--- src/rtl/lpm_mux_elastic_pkg.sv ---
// Shared helpers for the elastic LPM mux: occupancy-width function and the
// elaboration-time parameter legality check.
`ifndef LPM_MUX_ELASTIC_PKG_SV
`define LPM_MUX_ELASTIC_PKG_SV

// Expands inside a module body; an illegal combination elaborates an $error.
`define LPM_CHECK_PARAMS(SIZE, WIDTHS, PIPE) \
  if (((SIZE) < 2) || ((2 ** (WIDTHS)) < (SIZE)) || ((PIPE) < 0)) begin : g_param_check \
    $error("lpm_mux_elastic: illegal LPM_SIZE/LPM_WIDTHS/LPM_PIPELINE combination"); \
  end

package lpm_mux_elastic_pkg;

  // Width of a 0..n counter, never narrower than one bit.
  function automatic int clog2_min1(input int n);
    return (n < 1) ? 1 : $clog2(n + 1);
  endfunction

endpackage

`endif

--- src/rtl/lpm_mux_elastic_if.sv ---
// Valid/ready bus of the elastic mux: producer side (data/sel) and consumer side (result).
interface lpm_mux_elastic_if
  import lpm_mux_elastic_pkg::*;
#(
  parameter int LPM_WIDTH    = 32,
  parameter int LPM_SIZE     = 4,
  parameter int LPM_WIDTHS   = 2,
  parameter int LPM_PIPELINE = 2
) ();

  localparam int OW = clog2_min1(LPM_PIPELINE);

  logic [LPM_SIZE*LPM_WIDTH-1:0] data;
  logic [LPM_WIDTHS-1:0]         sel;
  logic                          in_valid;
  logic                          in_ready;
  logic [LPM_WIDTH-1:0]          result;
  logic                          sel_err;
  logic                          out_valid;
  logic                          out_ready;
  logic [OW-1:0]                 occupancy;

  modport master (
    output data, sel, in_valid, out_ready,
    input  in_ready, result, sel_err, out_valid, occupancy
  );

  modport slave (
    input  data, sel, in_valid, out_ready,
    output in_ready, result, sel_err, out_valid, occupancy
  );

endinterface

--- src/rtl/lpm_elastic_stage.sv ---
// One elastic pipeline slot: {valid, payload} register that loads whenever it
// is empty or its downstream neighbour is advancing.
module lpm_elastic_stage #(
  parameter int WIDTH = 33
) (
  input  logic             clock,
  input  logic             aclr_n,
  input  logic             clken,
  input  logic             up_valid,
  input  logic [WIDTH-1:0] up_payload,
  input  logic             down_advance,
  output logic             valid,
  output logic [WIDTH-1:0] payload
);

  logic advance;

  assign advance = !valid || down_advance;

  always_ff @(posedge clock or negedge aclr_n) begin
    if (!aclr_n) begin
      valid   <= 1'b0;
      payload <= '0;
    end else if (clken && advance) begin
      valid   <= up_valid;
      payload <= up_payload;
    end
  end

endmodule

--- src/rtl/lpm_mux_elastic.sv ---
// N-input W-bit multiplexer feeding an elastic valid/ready pipeline with
// bubble collapsing, out-of-range select flag and occupancy count.
module lpm_mux_elastic
  import lpm_mux_elastic_pkg::*;
#(
  parameter int                   LPM_WIDTH    = 32,
  parameter int                   LPM_SIZE     = 4,
  parameter int                   LPM_WIDTHS   = 2,
  parameter int                   LPM_PIPELINE = 2,
  parameter logic [LPM_WIDTH-1:0] OOR_VALUE    = '0
) (
  input  logic              clock,
  input  logic              aclr_n,
  input  logic              clken,
  lpm_mux_elastic_if.slave  bus
);

  localparam int OW = clog2_min1(LPM_PIPELINE);
  localparam int PW = LPM_WIDTH + 1;

  `LPM_CHECK_PARAMS(LPM_SIZE, LPM_WIDTHS, LPM_PIPELINE)

  logic [LPM_WIDTH-1:0] mux_value;
  logic                 mux_err;

  always_comb begin
    mux_value = OOR_VALUE;
    mux_err   = 1'b1;
    for (int unsigned k = 0; k < LPM_SIZE; k++) begin
      if (bus.sel == LPM_WIDTHS'(k)) begin
        mux_value = bus.data[k*LPM_WIDTH +: LPM_WIDTH];
        mux_err   = 1'b0;
      end
    end
  end

  generate
    if (LPM_PIPELINE == 0) begin : g_comb
      logic unused_clk_ctrl;

      assign unused_clk_ctrl = ^{clock, aclr_n, clken};
      assign bus.result      = mux_value;
      assign bus.sel_err     = mux_err;
      assign bus.out_valid   = bus.in_valid;
      assign bus.in_ready    = bus.out_ready;
      assign bus.occupancy   = '0;
    end else begin : g_pipe
      localparam int P = LPM_PIPELINE;

      logic [P-1:0]  valid;
      logic [P-1:0]  up_valid;
      logic [PW-1:0] up_payload [P];
      logic [PW-1:0] payload    [P];
      logic [P:0]    adv;
      logic          accept;
      logic          drain;
      logic [OW-1:0] occ;

      // advance_i unrolled: stage i moves unless it and everything below is full
      // and the consumer stalls. Flattening keeps the chain free of comb loops.
      assign adv[P] = bus.out_ready;

      for (genvar i = 0; i < P; i++) begin : g_stage
        assign adv[i] = bus.out_ready || !(&valid[P-1:i]);

        if (i == 0) begin : g_head
          assign up_valid[i]   = accept;
          assign up_payload[i] = {mux_err, mux_value};
        end else begin : g_body
          assign up_valid[i]   = valid[i-1];
          assign up_payload[i] = payload[i-1];
        end

        lpm_elastic_stage #(
          .WIDTH (PW)
        ) u_stage (
          .clock        (clock),
          .aclr_n       (aclr_n),
          .clken        (clken),
          .up_valid     (up_valid[i]),
          .up_payload   (up_payload[i]),
          .down_advance (adv[i+1]),
          .valid        (valid[i]),
          .payload      (payload[i])
        );
      end

      assign bus.in_ready  = adv[0] && clken;
      assign accept        = bus.in_valid && bus.in_ready;
      assign drain         = valid[P-1] && bus.out_ready;

      // Net change in full stages is exactly accepts minus drains per enabled edge.
      always_ff @(posedge clock or negedge aclr_n) begin
        if (!aclr_n) begin
          occ <= '0;
        end else if (clken) begin
          occ <= occ + OW'(accept) - OW'(drain);
        end
      end

      assign bus.result    = payload[P-1][LPM_WIDTH-1:0];
      assign bus.sel_err   = payload[P-1][LPM_WIDTH];
      assign bus.out_valid = valid[P-1];
      assign bus.occupancy = occ;
    end
  endgenerate

endmodule

--- src/flat_wrapper.sv ---
// flat-port wrapper written by rule: the top's interface ports become plain ports
module lpm_mux_elastic_flat import lpm_mux_elastic_pkg::*;
#(
  parameter int                   LPM_WIDTH    = 32,
  parameter int                   LPM_SIZE     = 4,
  parameter int                   LPM_WIDTHS   = 2,
  parameter int                   LPM_PIPELINE = 2,
  parameter logic [LPM_WIDTH-1:0] OOR_VALUE    = '0
)
  (clock, aclr_n, clken, bus_data, bus_sel, bus_in_valid, bus_out_ready, bus_in_ready, bus_result, bus_sel_err, bus_out_valid, bus_occupancy);
  lpm_mux_elastic_if #(.LPM_WIDTH(LPM_WIDTH), .LPM_SIZE(LPM_SIZE), .LPM_WIDTHS(LPM_WIDTHS), .LPM_PIPELINE(LPM_PIPELINE)) bus_i ();
  input  logic clock;
  input  logic aclr_n;
  input  logic clken;
  input wire logic [$bits(bus_i.data)-1:0] bus_data;
  input wire logic [$bits(bus_i.sel)-1:0] bus_sel;
  input wire logic [$bits(bus_i.in_valid)-1:0] bus_in_valid;
  input wire logic [$bits(bus_i.out_ready)-1:0] bus_out_ready;
  output wire logic [$bits(bus_i.in_ready)-1:0] bus_in_ready;
  output wire logic [$bits(bus_i.result)-1:0] bus_result;
  output wire logic [$bits(bus_i.sel_err)-1:0] bus_sel_err;
  output wire logic [$bits(bus_i.out_valid)-1:0] bus_out_valid;
  output wire logic [$bits(bus_i.occupancy)-1:0] bus_occupancy;
  assign bus_i.data = bus_data;
  assign bus_i.sel = bus_sel;
  assign bus_i.in_valid = bus_in_valid;
  assign bus_i.out_ready = bus_out_ready;
  assign bus_in_ready = bus_i.in_ready;
  assign bus_result = bus_i.result;
  assign bus_sel_err = bus_i.sel_err;
  assign bus_out_valid = bus_i.out_valid;
  assign bus_occupancy = bus_i.occupancy;
  lpm_mux_elastic #(.LPM_WIDTH(LPM_WIDTH), .LPM_SIZE(LPM_SIZE), .LPM_WIDTHS(LPM_WIDTHS), .LPM_PIPELINE(LPM_PIPELINE), .OOR_VALUE(OOR_VALUE)) u_core (.clock(clock), .aclr_n(aclr_n), .clken(clken), .bus(bus_i));
endmodule
--- config.mk ---
export PLATFORM = sky130hd
export DESIGN_NAME = lpm_mux_elastic_flat
export DESIGN_NICKNAME = d
export VERILOG_FILES = /design/src/rtl/lpm_mux_elastic_pkg.sv /design/src/rtl/lpm_mux_elastic_if.sv /design/src/rtl/lpm_elastic_stage.sv /design/src/rtl/lpm_mux_elastic.sv /design/src/flat_wrapper.sv
export SDC_FILE = /design/constraint.sdc
export NUM_CORES = 1
export LEC_CHECK = 0
export CAP_MARGIN = 20
export CORE_ASPECT_RATIO = 1.75
export CORE_MARGIN = 3
export CORE_UTILIZATION = 30
export CTS_CLUSTER_DIAMETER = 120
export CTS_CLUSTER_SIZE = 30
export DETAILED_ROUTE_END_ITERATION = 12
export GPL_TIMING_DRIVEN = 0
export PLACE_DENSITY = 0.71
export SLEW_MARGIN = 20
export SYNTH_ARGS = -nofsm -noshare
export SYNTH_HDL_FRONTEND = slang
export SYNTH_SLANG_ARGS = --single-unit
--- constraint.sdc ---
create_clock -name clock -period 1.5 [get_ports clock]
set_input_delay 0.3 -clock clock [delete_from_list [all_inputs] [get_ports clock]]
set_output_delay 0.3 -clock clock [all_outputs]
set_load 0.05 [all_outputs]
==> results of run 1 <==
kinds of logic after synthesis:
kind of cell    count (synthesis)  synth area share [%]
fa+ha+maj                       2                 0.698
buf+inv                        18                  3.98
xor+xnor                        2                 0.489
compound gates                  4                 0.838
flops                          70                  48.9
mux                            97                  43.9
simple gates                    8                  1.22
timing repair:
| action | CTS | global route |
|---|---|---|
| pin swaps | 3 | 4 |
| setup endpoints to repair | 98 | 78 |
| hold endpoints to repair | 32 | 0 |
| hold buffers | 1 | 0 |
| gates resized for setup | 116 | 56 |
| gates cloned | 2 | 3 |
| setup buffers | 8 | 8 |
metrics by stage:
stage | power (mW) | area (um^2) | worst slack (ns) | setup TNS, ns
2_1_floorplan | 4.72 | 3630 | -0.107 | -0.110
3_3_place_gp | 5.94 | 5490 | -2.43 | -186.02
3_5_place_dp | 6.03 | 5510 | -1.08 | -34.05
4_1_cts | 8.02 | 6000 | -0.180 | -2.60
5_1_grt | 8.47 | 6150 | -0.137 | -3.03
6_report | 8.09 | 6150 | -0.0788 | -1.41
sequential cells by signal, summed over array words and instances, names as in the netlist:
register                               cells
u_core.g_pipe.g_stage.u_stage.payload     66
u_core.bus.occupancy                       2
u_core.g_pipe.g_stage.u_stage.valid        2
worst paths after layout:
kind                                                                end  slack, ns
max in group asynchronous        u_core.g_pipe.g_stage[1].u_stage.valid       0.46
max reg2reg                                     u_core.bus.occupancy[1]      -0.08
min                                             u_core.bus.occupancy[0]       0.30
min reg2reg                                     u_core.bus.occupancy[1]       0.48
min in group asynchronous  u_core.g_pipe.g_stage[1].u_stage.payload[25]       0.48
max                                                        bus_in_ready      -0.08
cell usage after synthesis:
library cell	n
o21ai_0	1
o21ai_2	1
nand3b_1	1
mux4_1	2
dfrtp_1	70
nor2b_1	1
inv_1	3
a22o_1	1
buf_6	1
and3_1	1
a21o_1	1
xnor2_1	1
ha_1	2
mux2_4	30
mux4_2	30
xor2_1	1
buf_2	6
mux2_2	35
and2_1	2
nand2_1	3
buf_4	3
buf_1	2
buf_12	3
area by class of cell:
type	count	area share, %
Timing Repair Buffer	191	31.5
Multi-Input combinational cell	113	29.0
Sequential cell	70	28.5
Clock buffer	13	4.23
Buffer	14	3.46
Tap cell	135	2.74
Clock inverter	3	0.325
Inverter	3	0.224
critical path: stages (launching register included):
cell,delay [ns]
dfrtp_2,0.42
nand3b_1,0.12
and2_4,0.18
buf_12,0.11
buf_12,0.12
routing by layer:
layer | global-route usage, % | part of all wire, %
met4 | 6.51 | 2.0
met1 | 16.1 | 35
met3 | 3.29 | 4.8
met5 | 0 | 0
met2 | 28.4 | 59
where the power goes:
| group | internal, mW | total [mW] | switching [mW] | leakage (nW) |
|---|---|---|---|---|
| Combinational | 1.61 | 3.46 | 1.86 | 1.71 |
| Clock | 1.21 | 1.97 | 0.760 | 0.132 |
| Sequential | 2.39 | 2.66 | 0.270 | 0.820 |
| Total | 5.21 | 8.09 | 2.89 | 2.66 |
==> out/metrics.yaml, run 1 <==
status: "finished, violations left"
grt_usage_pct: 15.3
syn_area_per_cell_um2: 17.8
io_buffers: 169
reg2reg_from: "u_core.g_pipe.g_stage[1].u_stage.valid"
wl_per_cell_um: 18.9
synth_area_leaders: "dfrtp_1 (49%), mux4_2 (19%), mux2_4 (13%)"
drive_gt1_share_pct: 46.4
synthDistinctLibCells: 23
cts_made_buffers: 9
cts_root_buf: "clkbuf_16"
areaGrowthSynthToFinish_pct: 71.8
worst_slew_pin_slew_ns: 0.482
crit_path_start_kind: "register"
multi_input_area_mm2: 0.00179
synth_nets: 338
seq_area_mm2: 0.00175
dpl.cell_count: 506
fin_crit_sh_pct: 105
start_util_pct: 30.8
final_cell_count_no_fill: 542
min-delay-start: "clken"
hold_path_class: "in2reg"
worstSetupPathType: "reg2out"
path_clk_slew_ns: 0.06
netlist.area_leader.share_pct: 48.9
synthCells: 201
slew_headroom_pct: 68.0
final_util_pct: 52.8
powerDensity_mw_per_mm2: 1310
fin_ws_ns: -0.0788
synth_seq_cells: 70
synth_top_cell_by_area: "dfrtp_1"
hold-worst-slack_ns: 0.299
antenna_left: 0
seq_area_frac_synth_pct: 48.9
clk_latency_ns: 0.32
total_leakage_power_nw: 2.66
setup-violations-final: 44
place.gp.congestion: 0.738
diodes: 0
grt_first_pass_wirelength_mm: 15.1
rsz0062_at_grt: "yes"
grt_max_degree: 39
period_minus_slack_ns: 1.58
die_area_mm2: 0.0133
violations: "setup timing"
fmax_mhz: 633
fillers: 994
tritoncts: "done"
dieHeight_um: 151
drt_first_pass_iters: 5
hold_path_depth: 2
final_common_cell: "clkdlybuf4s50_1"
yosysWarnings: 0
syn_area_mm2: 0.00358
grt_antenna_before_repair: 0
ios: 172
viasPerCell: 4.73
grt_overflow: 0
dr_total_vias: 2564
grt_pass1_vias: 2956
drc: 0
cts.sinks: 70
postRouteWirelength_mm: 10.2
htree_num_levels: 3
worst-path-max-fanout: 4
core_mm2: 0.0116
place.detailed.hpwl_mm: 7.55
cp.arrival_ns: 1.28
layout.nets: 539
required_ns: 1.20
clock_skew_ns: 0.00899
mostFrequentLayoutCells: "clkdlybuf4s50_1 (129), dfrtp_1 (68), mux2_4 (46)"
timing_hold_violations_final: 0
irDropWorstVdd_mv: 0.611
die_w_um: 88.6
slew_violations: 0
cap_viol_max_count: 0
startpoint: "u_core.g_pipe.g_stage[1].u_stage.valid"
crit_path_end_kind: "primary output"
num_rows: 52
reg2regPathDepth: 8
drt_iter0_drc: 82
clockBufferDepth: 2
(Power assumes the default switching activity.)
==> run 2: changes to the inputs <==
GPL_TIMING_DRIVEN = default   (was 0)
PLACE_DENSITY = 0.72   (was 0.71)
SYNTH_HIERARCHICAL = 1   (was default)
==> out/metrics.yaml, run 2 <==
status: "finished, violations left"  # unchanged
violations: "setup timing"  # unchanged
dr_total_vias: 2618  # was 2564
design_area_mm2: 0.00660  # was 0.00615 mm^2
synthDistinctLibCells: 19  # was 23
syn_area_mm2: 0.00354  # was 0.00358 mm^2
grt_usage_pct: 14.9  # was 15.3%
fin_crit_sh_pct: 107  # was 105%
num_rows: 51  # was 52
multi_input_area_mm2: 0.00180  # was 0.00179 mm^2
clock_skew_ns: 0.00614  # was 0.00899 ns
period_minus_slack_ns: 1.60  # was 1.58 ns
netlist.area_leader.share_pct: 49.5  # was 48.9%
fillers: 903  # was 994
syn_area_per_cell_um2: 17.4  # was 17.8 um^2
core_mm2: 0.0114  # was 0.0116 mm^2
clockBufferDepth: 2  # unchanged
crit_path_end_kind: "register"  # was primary output
synth_compound_area_share_pct: 1.63  # was 0.838%
largest_reg_flops: 66  # unchanged
synth_nets: 340  # was 338
seq_area_frac_synth_pct: 49.5  # was 48.9%
synth_fa_ha_area_share_pct: 0.707  # was 0.698%
total_leakage_power_nw: 2.81  # was 2.66 nW
synth_top_family_by_area: "multiplexers"  # unchanged
start_util_pct: 31.2  # was 30.8%
die_area_mm2: 0.0132  # was 0.0133 mm^2
synth_common_cells: "dfrtp_1 (70), mux2_2 (63), mux4_2 (30)"  # was dfrtp_1 (70), mux2_2 (35), mux2_4 (30), mux4_2 (30), buf_2 (6)
grt_first_pass_wirelength_mm: 14.7  # was 15.1 mm
ios: 172  # unchanged
hold_path_class: "in2reg"  # unchanged
synth.most_common_cell: "dfrtp_1"  # unchanged
dpl_cell_area_mm2: 0.00589  # was 0.00551 mm^2
diodes: 0  # unchanged
synth_top_cell_by_area: "dfrtp_1"  # unchanged
grt_pass1_vias: 2918  # was 2956
grt_antenna_before_repair: 0  # unchanged
htree_num_levels: 3  # unchanged
synth-xor-area-share_pct: 0.495  # was 0.489%
cp_cell_sequence: "nand2b_4 -> buf_4 -> o21ai_4 -> buf_12 -> buf_12 -> clkbuf_16 -> mux2_2"  # was nand3b_1 -> and2_4 -> buf_12 -> buf_12
synth_simple_gate_area_share_pct: 0.954  # was 1.22%
startpoint: "u_core/g_pipe.g_stage[1].u_stage/valid"  # was u_core.g_pipe.g_stage[1].u_stage.valid
yosysWarnings: 6  # was 0
synth_area_leaders: "dfrtp_1 (49%), mux2_2 (20%), mux4_2 (19%)"  # was dfrtp_1 (49%), mux4_2 (19%), mux2_4 (13%)
postRouteWirelength_mm: 10.1  # was 10.2 mm
final_cell_count_no_fill: 542  # unchanged
min-delay-start: "clken"  # unchanged
dpl.cell_count: 511  # was 506
cp_slowest_cell: "dfrtp_2"  # unchanged
synth_edf_count: 0  # unchanged
top_register: "u_core/g_pipe.g_stage.u_stage/payload"  # was u_core.g_pipe.g_stage.u_stage.payload
grt_max_degree: 71  # was 39
crit_path_start_kind: "register"  # unchanged
final_common_cell: "clkdlybuf4s50_1"  # unchanged
place.gp.congestion: 0.687  # was 0.738
wl_per_cell_um: 18.6  # was 18.9 um
drt_first_pass_iters: 4  # was 5
synth_ff_type: "dfrtp_1"  # unchanged
final_util_pct: 58.1  # was 52.8%
cts_root_buf: "clkbuf_16"  # unchanged
reg2regPathDepth: 7  # was 8
dieHeight_um: 150  # was 151 um
fmax_mhz: 623  # was 633 MHz
fin_ws_ns: -0.104  # was -0.0788 ns
reg2reg_from: "u_core/g_pipe.g_stage[1].u_stage/valid"  # was u_core.g_pipe.g_stage[1].u_stage.valid
viasPerCell: 4.83  # was 4.73
antenna_left: 0  # unchanged
drt_iter0_drc: 57  # was 82
path_clk_slew_ns: 0.05  # was 0.06 ns
worst-path-max-fanout: 4  # unchanged
worstSetupPathType: "reg2reg"  # was reg2out
areaGrowthSynthToFinish_pct: 86.4  # was 71.8%
setup-violations-final: 56  # was 44
drive_gt1_share_pct: 46.6  # was 46.4%
seq_area_mm2: 0.00175  # about the same
synthCells: 203  # was 201
layout.nets: 543  # was 539
crit_buf_inv: 4  # was 2
worst-r2r-setup-slack_ns: -0.10  # was -0.08 ns
place.detailed.hpwl_mm: 7.18  # was 7.55 mm
timing_hold_violations_final: 0  # unchanged
die_w_um: 88.1  # was 88.6 um
tritoncts: "done"  # unchanged
crit_cells: 7  # was 4
critical_path.top_delay_family: "buffers and inverters"  # was flip-flops
mostFrequentLayoutCells: "clkdlybuf4s50_1 (129), dfrtp_1 (69), buf_12 (48)"  # was clkdlybuf4s50_1 (129), dfrtp_1 (68), mux2_4 (46)
clk_latency_ns: 0.32  # about the same
slowest_delay_ns: 0.40  # was 0.42 ns
slew_violations: 0  # unchanged
muxShareOfSynthArea_pct: 41.9  # was 43.9%
drc: 0  # unchanged
cts_made_buffers: 9  # unchanged
powerDensity_mw_per_mm2: 1290  # was 1310 mW/mm^2
hold-worst-slack_ns: 0.466  # was 0.299 ns
cp.arrival_ns: 1.81  # was 1.28 ns
cts.sinks: 70  # unchanged
worst_path_most_repeated_cell: "buf_12"  # unchanged
power_mw: 8.53  # was 8.09 mW
io_buffers: 171  # was 169
irDropWorstVdd_mv: 0.600  # was 0.611 mV
hold_path_depth: 4  # was 2
rsz0062_at_grt: "yes"  # unchanged
cap_viol_max_count: 0  # unchanged
grt_overflow: 0  # unchanged
synth_seq_cells: 70  # unchanged
synth-async-reset-ratio_pct: 100  # unchanged
required_ns: 1.71  # was 1.20 ns
-- run 2: repair_timing --
action                                  in CTS  in global routing
resized for setup                            8                 42
hold buffers                                 1                  0
endpoints found under the setup margin      35                 51
buffers inserted                             3                  8
gates cloned                                 3                  5
pin swaps                                    5                  4
hold endpoints to repair                    30                  0
-- run 2: worst paths after layout --
| check | end |
|---|---|
| max in group asynchronous | u_core/g_pipe.g_stage[0].u_stage/payload[4] |
| min | u_core/bus.occupancy[1] |
| max reg2reg | u_core/g_pipe.g_stage[0].u_stage/payload[18] |
| max | u_core/g_pipe.g_stage[0].u_stage/payload[18] |
| min in group asynchronous | u_core/bus.occupancy[1] |
| min reg2reg | u_core/g_pipe.g_stage[1].u_stage/payload[0] |
-- run 2: area by class of cell --
type	count	share of cell area (%)
Clock inverter	1	0.0758
Multi-Input combinational cell	116	27.2
Tap cell	132	2.50
Sequential cell	70	26.6
Inverter	4	0.227
Timing Repair Buffer	205	39.4
Clock buffer	14	4.00
-- run 2: report_power, final --
group | internal [mW] | total [mW] | switching [mW]
Clock | 1.20 | 1.91 | 0.709
Combinational | 2.22 | 3.88 | 1.66
Sequential | 2.34 | 2.74 | 0.408
-- run 2: cell families after synthesis --
family                   after synthesis
multiplexers                          99
flip-flops                            70
buffers and inverters                 17
AND/OR/NAND/NOR                        7
AO/OA/AOI/OAI                          5
adder cells (fa/ha/maj)                2
XOR/XNOR                               2
other                                  1
-- run 2: per-stage QoR --
| step | setup WS [ns] | setup TNS [ns] |
|---|---|---|
| after global placement | -0.491 | -21.76 |
| after floorplan | -0.369 | -0.719 |
| after CTS | -0.131 | -1.46 |
| after detailed placement | -0.571 | -23.02 |
| final | -0.104 | -2.71 |
| after global routing | -0.172 | -6.21 |
-- run 2: worst reg2reg max path, cell delays in order (launching register included) --
cell and delay [ns]:
dfrtp_2 0.40, nand2b_4 0.06, buf_4 0.14, o21ai_4 0.16, buf_12 0.14, buf_12 0.12
clkbuf_16 0.14, mux2_2 0.32
-- run 2: per-layer routing --
metal / GRT usage, % / routed length (um)
met1: 16.6 / 3630
met5: 0 / 0
met2: 26.2 / 5650
met4: 6.66 / 262
met3: 3.91 / 526
==> run 3: changes to the inputs <==
clock period = 1.6 ns   (was 1.5 ns; I/O delays follow)
==> out/metrics.yaml, run 3 (synthesis results as in run 2) <==
swShare_pct: 33.5  # was 32.6%
tritoncts: "done"  # unchanged
antenna_left: 0  # unchanged
start_util_pct: 31.2  # unchanged
powerDensity_mw_per_mm2: 1240  # was 1290 mW/mm^2
crit_cells: 4  # was 7
critical_path.top_delay_family: "flip-flops"  # was buffers and inverters
irDropWorstVdd_mv: 0.597  # was 0.600 mV
cts_root_buf: "clkbuf_16"  # unchanged
grt_pass1_vias: 2994  # was 2918
multi_input_area_mm2: 0.00167  # was 0.00180 mm^2
worst-r2r-setup-slack_ns: 0.04  # was -0.10 ns
fillers: 977  # was 903
hold-worst-slack_ns: 0.479  # was 0.466 ns
cp_slowest_cell: "dfrtp_2"  # unchanged
path_clk_slew_ns: 0.05  # about the same
drc: 0  # unchanged
grt_overflow: 0  # unchanged
place.detailed.hpwl_mm: 7.65  # was 7.18 mm
postRouteWirelength_mm: 9.50  # was 10.1 mm
crit_path_end_kind: "primary output"  # was register
drt_iter0_drc: 44  # was 57
cts_made_buffers: 9  # unchanged
viasPerCell: 4.79  # was 4.83
core_mm2: 0.0114  # unchanged
wl_per_cell_um: 18.1  # was 18.6 um
fin_crit_sh_pct: 98.3
clock_skew_ns: 0.00443  # was 0.00614 ns
mostFrequentLayoutCells: "clkdlybuf4s50_1 (130), dfrtp_1 (69), mux2_2 (62)"  # was clkdlybuf4s50_1 (129), dfrtp_1 (69), buf_12 (48)
power.internal_mw: 4.79  # was 5.75 mW
rsz0062_at_grt: "yes"  # unchanged
required_ns: 1.28  # was 1.71 ns
clock_power_share_pct: 26.9  # was 22.3%
largest_reg_flops: 66  # unchanged
min-delay-start: "u_core/g_pipe.g_stage[0].u_stage/payload[0]"  # was clken
crit_buf_inv: 2  # was 4
worst-path-max-fanout: 3  # was 4
seq_area_mm2: 0.00175  # unchanged
slew_violations: 0  # unchanged
status: "completed"  # was finished, violations left
top_register: "u_core/g_pipe.g_stage.u_stage/payload"  # unchanged
r2r_end: "u_core/bus.occupancy[1]"  # was u_core/g_pipe.g_stage[0].u_stage/payload[18]
reg2regPathDepth: 9  # was 7
ios: 172  # unchanged
grt_first_pass_wirelength_mm: 15.0  # was 14.7 mm
hold_path_class: "reg2reg"  # was in2reg
power_frac_comb_pct: 39.3  # was 45.5%
clk_latency_ns: 0.32  # about the same
cts.sinks: 70  # unchanged
grt_usage_pct: 15.3  # was 14.9%
clockBufferDepth: 2  # unchanged
io_buffers: 171  # unchanged
crit_path_start_kind: "register"  # unchanged
cp.arrival_ns: 1.25  # was 1.81 ns
dr_total_vias: 2519  # was 2618
fmax_mhz: 636
p_seq_share_pct: 33.8  # was 32.2%
areaGrowthSynthToFinish_pct: 64.3  # was 86.4%
hold_path_depth: 1  # was 4
die_w_um: 88.1  # unchanged
worstSetupPathType: "reg2out"  # was reg2reg
timing_hold_violations_final: 0  # unchanged
dpl_cell_area_mm2: 0.00549  # was 0.00589 mm^2
period_minus_slack_ns: 1.57
slowest_delay_ns: 0.39  # was 0.40 ns
reg2reg_from: "u_core/g_pipe.g_stage[1].u_stage/valid"  # unchanged
num_rows: 51  # unchanged
grt_max_degree: 35  # was 71
place.gp.congestion: 0.713  # was 0.687
dieHeight_um: 150  # unchanged
cap_viol_max_count: 0  # unchanged
die_area_mm2: 0.0132  # unchanged
drt_first_pass_iters: 4  # unchanged
setup-violations-final: 0  # was 56
grt_antenna_before_repair: 0  # unchanged
min_to: "u_core/g_pipe.g_stage[1].u_stage/payload[0]"  # was u_core/bus.occupancy[1]
cp_cell_sequence: "nand2b_4 -> o21a_4 -> buf_4 -> buf_12"  # was nand2b_4 -> buf_4 -> o21ai_4 -> buf_12 -> buf_12 -> clkbuf_16 -> mux2_2
design_area_mm2: 0.00582  # was 0.00660 mm^2
layout.nets: 527  # was 543
final_common_cell: "clkdlybuf4s50_1"  # unchanged
p_sw_mw: 2.41  # was 2.78 mW
total_leakage_power_nw: 2.38  # was 2.81 nW
htree_num_levels: 3  # unchanged
drive_gt1_share_pct: 43.8  # was 46.6%
[run 3: changes by cell type in the layout (fill, tap and decap cells not counted), sizes merged]
| cell | delta |
|---|---|
| diode | +1 |
| clkdlybuf4s50 | +1 |
| clkbuf | -5 |
| clkinv | -1 |
| dlymetal6s2s | -1 |
| buf | -12 |
| bufinv | +1 |
[run 3: final cells by class]
| cell class | count | area share (%) |
|---|---|---|
| flip-flops and latches | 70 | 30.1 |
| diodes | 1 | 0.0430 |
| inverters | 4 | 0.258 |
| clock inverters | 1 | 0.516 |
| well taps | 132 | 2.84 |
| multi-input cells | 116 | 28.8 |
| repair buffers | 189 | 33.0 |
| clock buffers | 13 | 4.47 |
[run 3: what timing repair did]
| item | in CTS | in global routing |
|---|---|---|
| pin swaps | 4 | 3 |
| setup buffers | 1 | 0 |
| endpoints found under the hold margin | 32 | 0 |
| endpoints found under the setup margin | 3 | 2 |
| resized for setup | 3 | 1 |
| hold buffers | 1 | 0 |
[run 3: how the worst max path moves through the flow]
stage / from / end / slack [ns]
2_1_floorplan: u_core/g_pipe.g_stage[1].u_stage/valid / u_core/bus.occupancy[1] / -0.27
3_3_place_gp: bus_out_ready / u_core/bus.occupancy[1] / -0.42
3_5_place_dp: bus_out_ready / u_core/bus.occupancy[1] / -0.45
4_1_cts: u_core/g_pipe.g_stage[1].u_stage/valid / u_core/bus.occupancy[1] / 0.002
5_1_grt: u_core/g_pipe.g_stage[1].u_stage/valid / u_core/bus.occupancy[1] / -0.05
6_report: u_core/g_pipe.g_stage[1].u_stage/valid / bus_in_ready / 0.03
[run 3: power by group through the flow]
stage          sequential (mW)  combinational (mW)  clock (mW)
4_1_cts                   2.44                2.87        2.00
3_5_place_dp              2.47                2.84           0
6_report                  2.43                2.83        1.94
3_3_place_gp              2.44                2.79           0
2_1_floorplan             3.36               0.734           0
5_1_grt                   2.49                2.97        2.08
[run 3: metrics by stage]
step,std cells,worst slack (ns),setup TNS [ns],util (%),power [mW]
global placement,509,-0.424,-16.36,48.3,5.23
floorplan,203,-0.269,-0.519,-,4.09
detailed placement,509,-0.452,-15.90,48.3,5.32
CTS,525,0.00247,0,51.1,7.31
finish,526,0.0275,0,51.2,7.20
global route,525,-0.0503,-0.0708,51.2,7.54
[run 3: worst register-to-register path, delay by kind of cell (launching register included)]
| family | cells | cell delay [ns] |
|---|---|---|
| XOR/XNOR | 2 | 0.24 |
| AND/OR/NAND/NOR | 3 | 0.22 |
| AO/OA/AOI/OAI | 1 | 0.12 |
| buffers and inverters | 1 | 0.04 |
| adder cells (fa/ha/maj) | 2 | 0.41 |
| flip-flops | 1 | 0.43 |
[run 3: routing by layer]
layer  up-vias  global-route usage, %  routed length, um
li1       1150                      -                  -
met1      1269                   15.1               3100
met2        85                   29.0               5620
met3        15                   4.24                520
met4         0                   6.05                261
met5         -                      0                  0
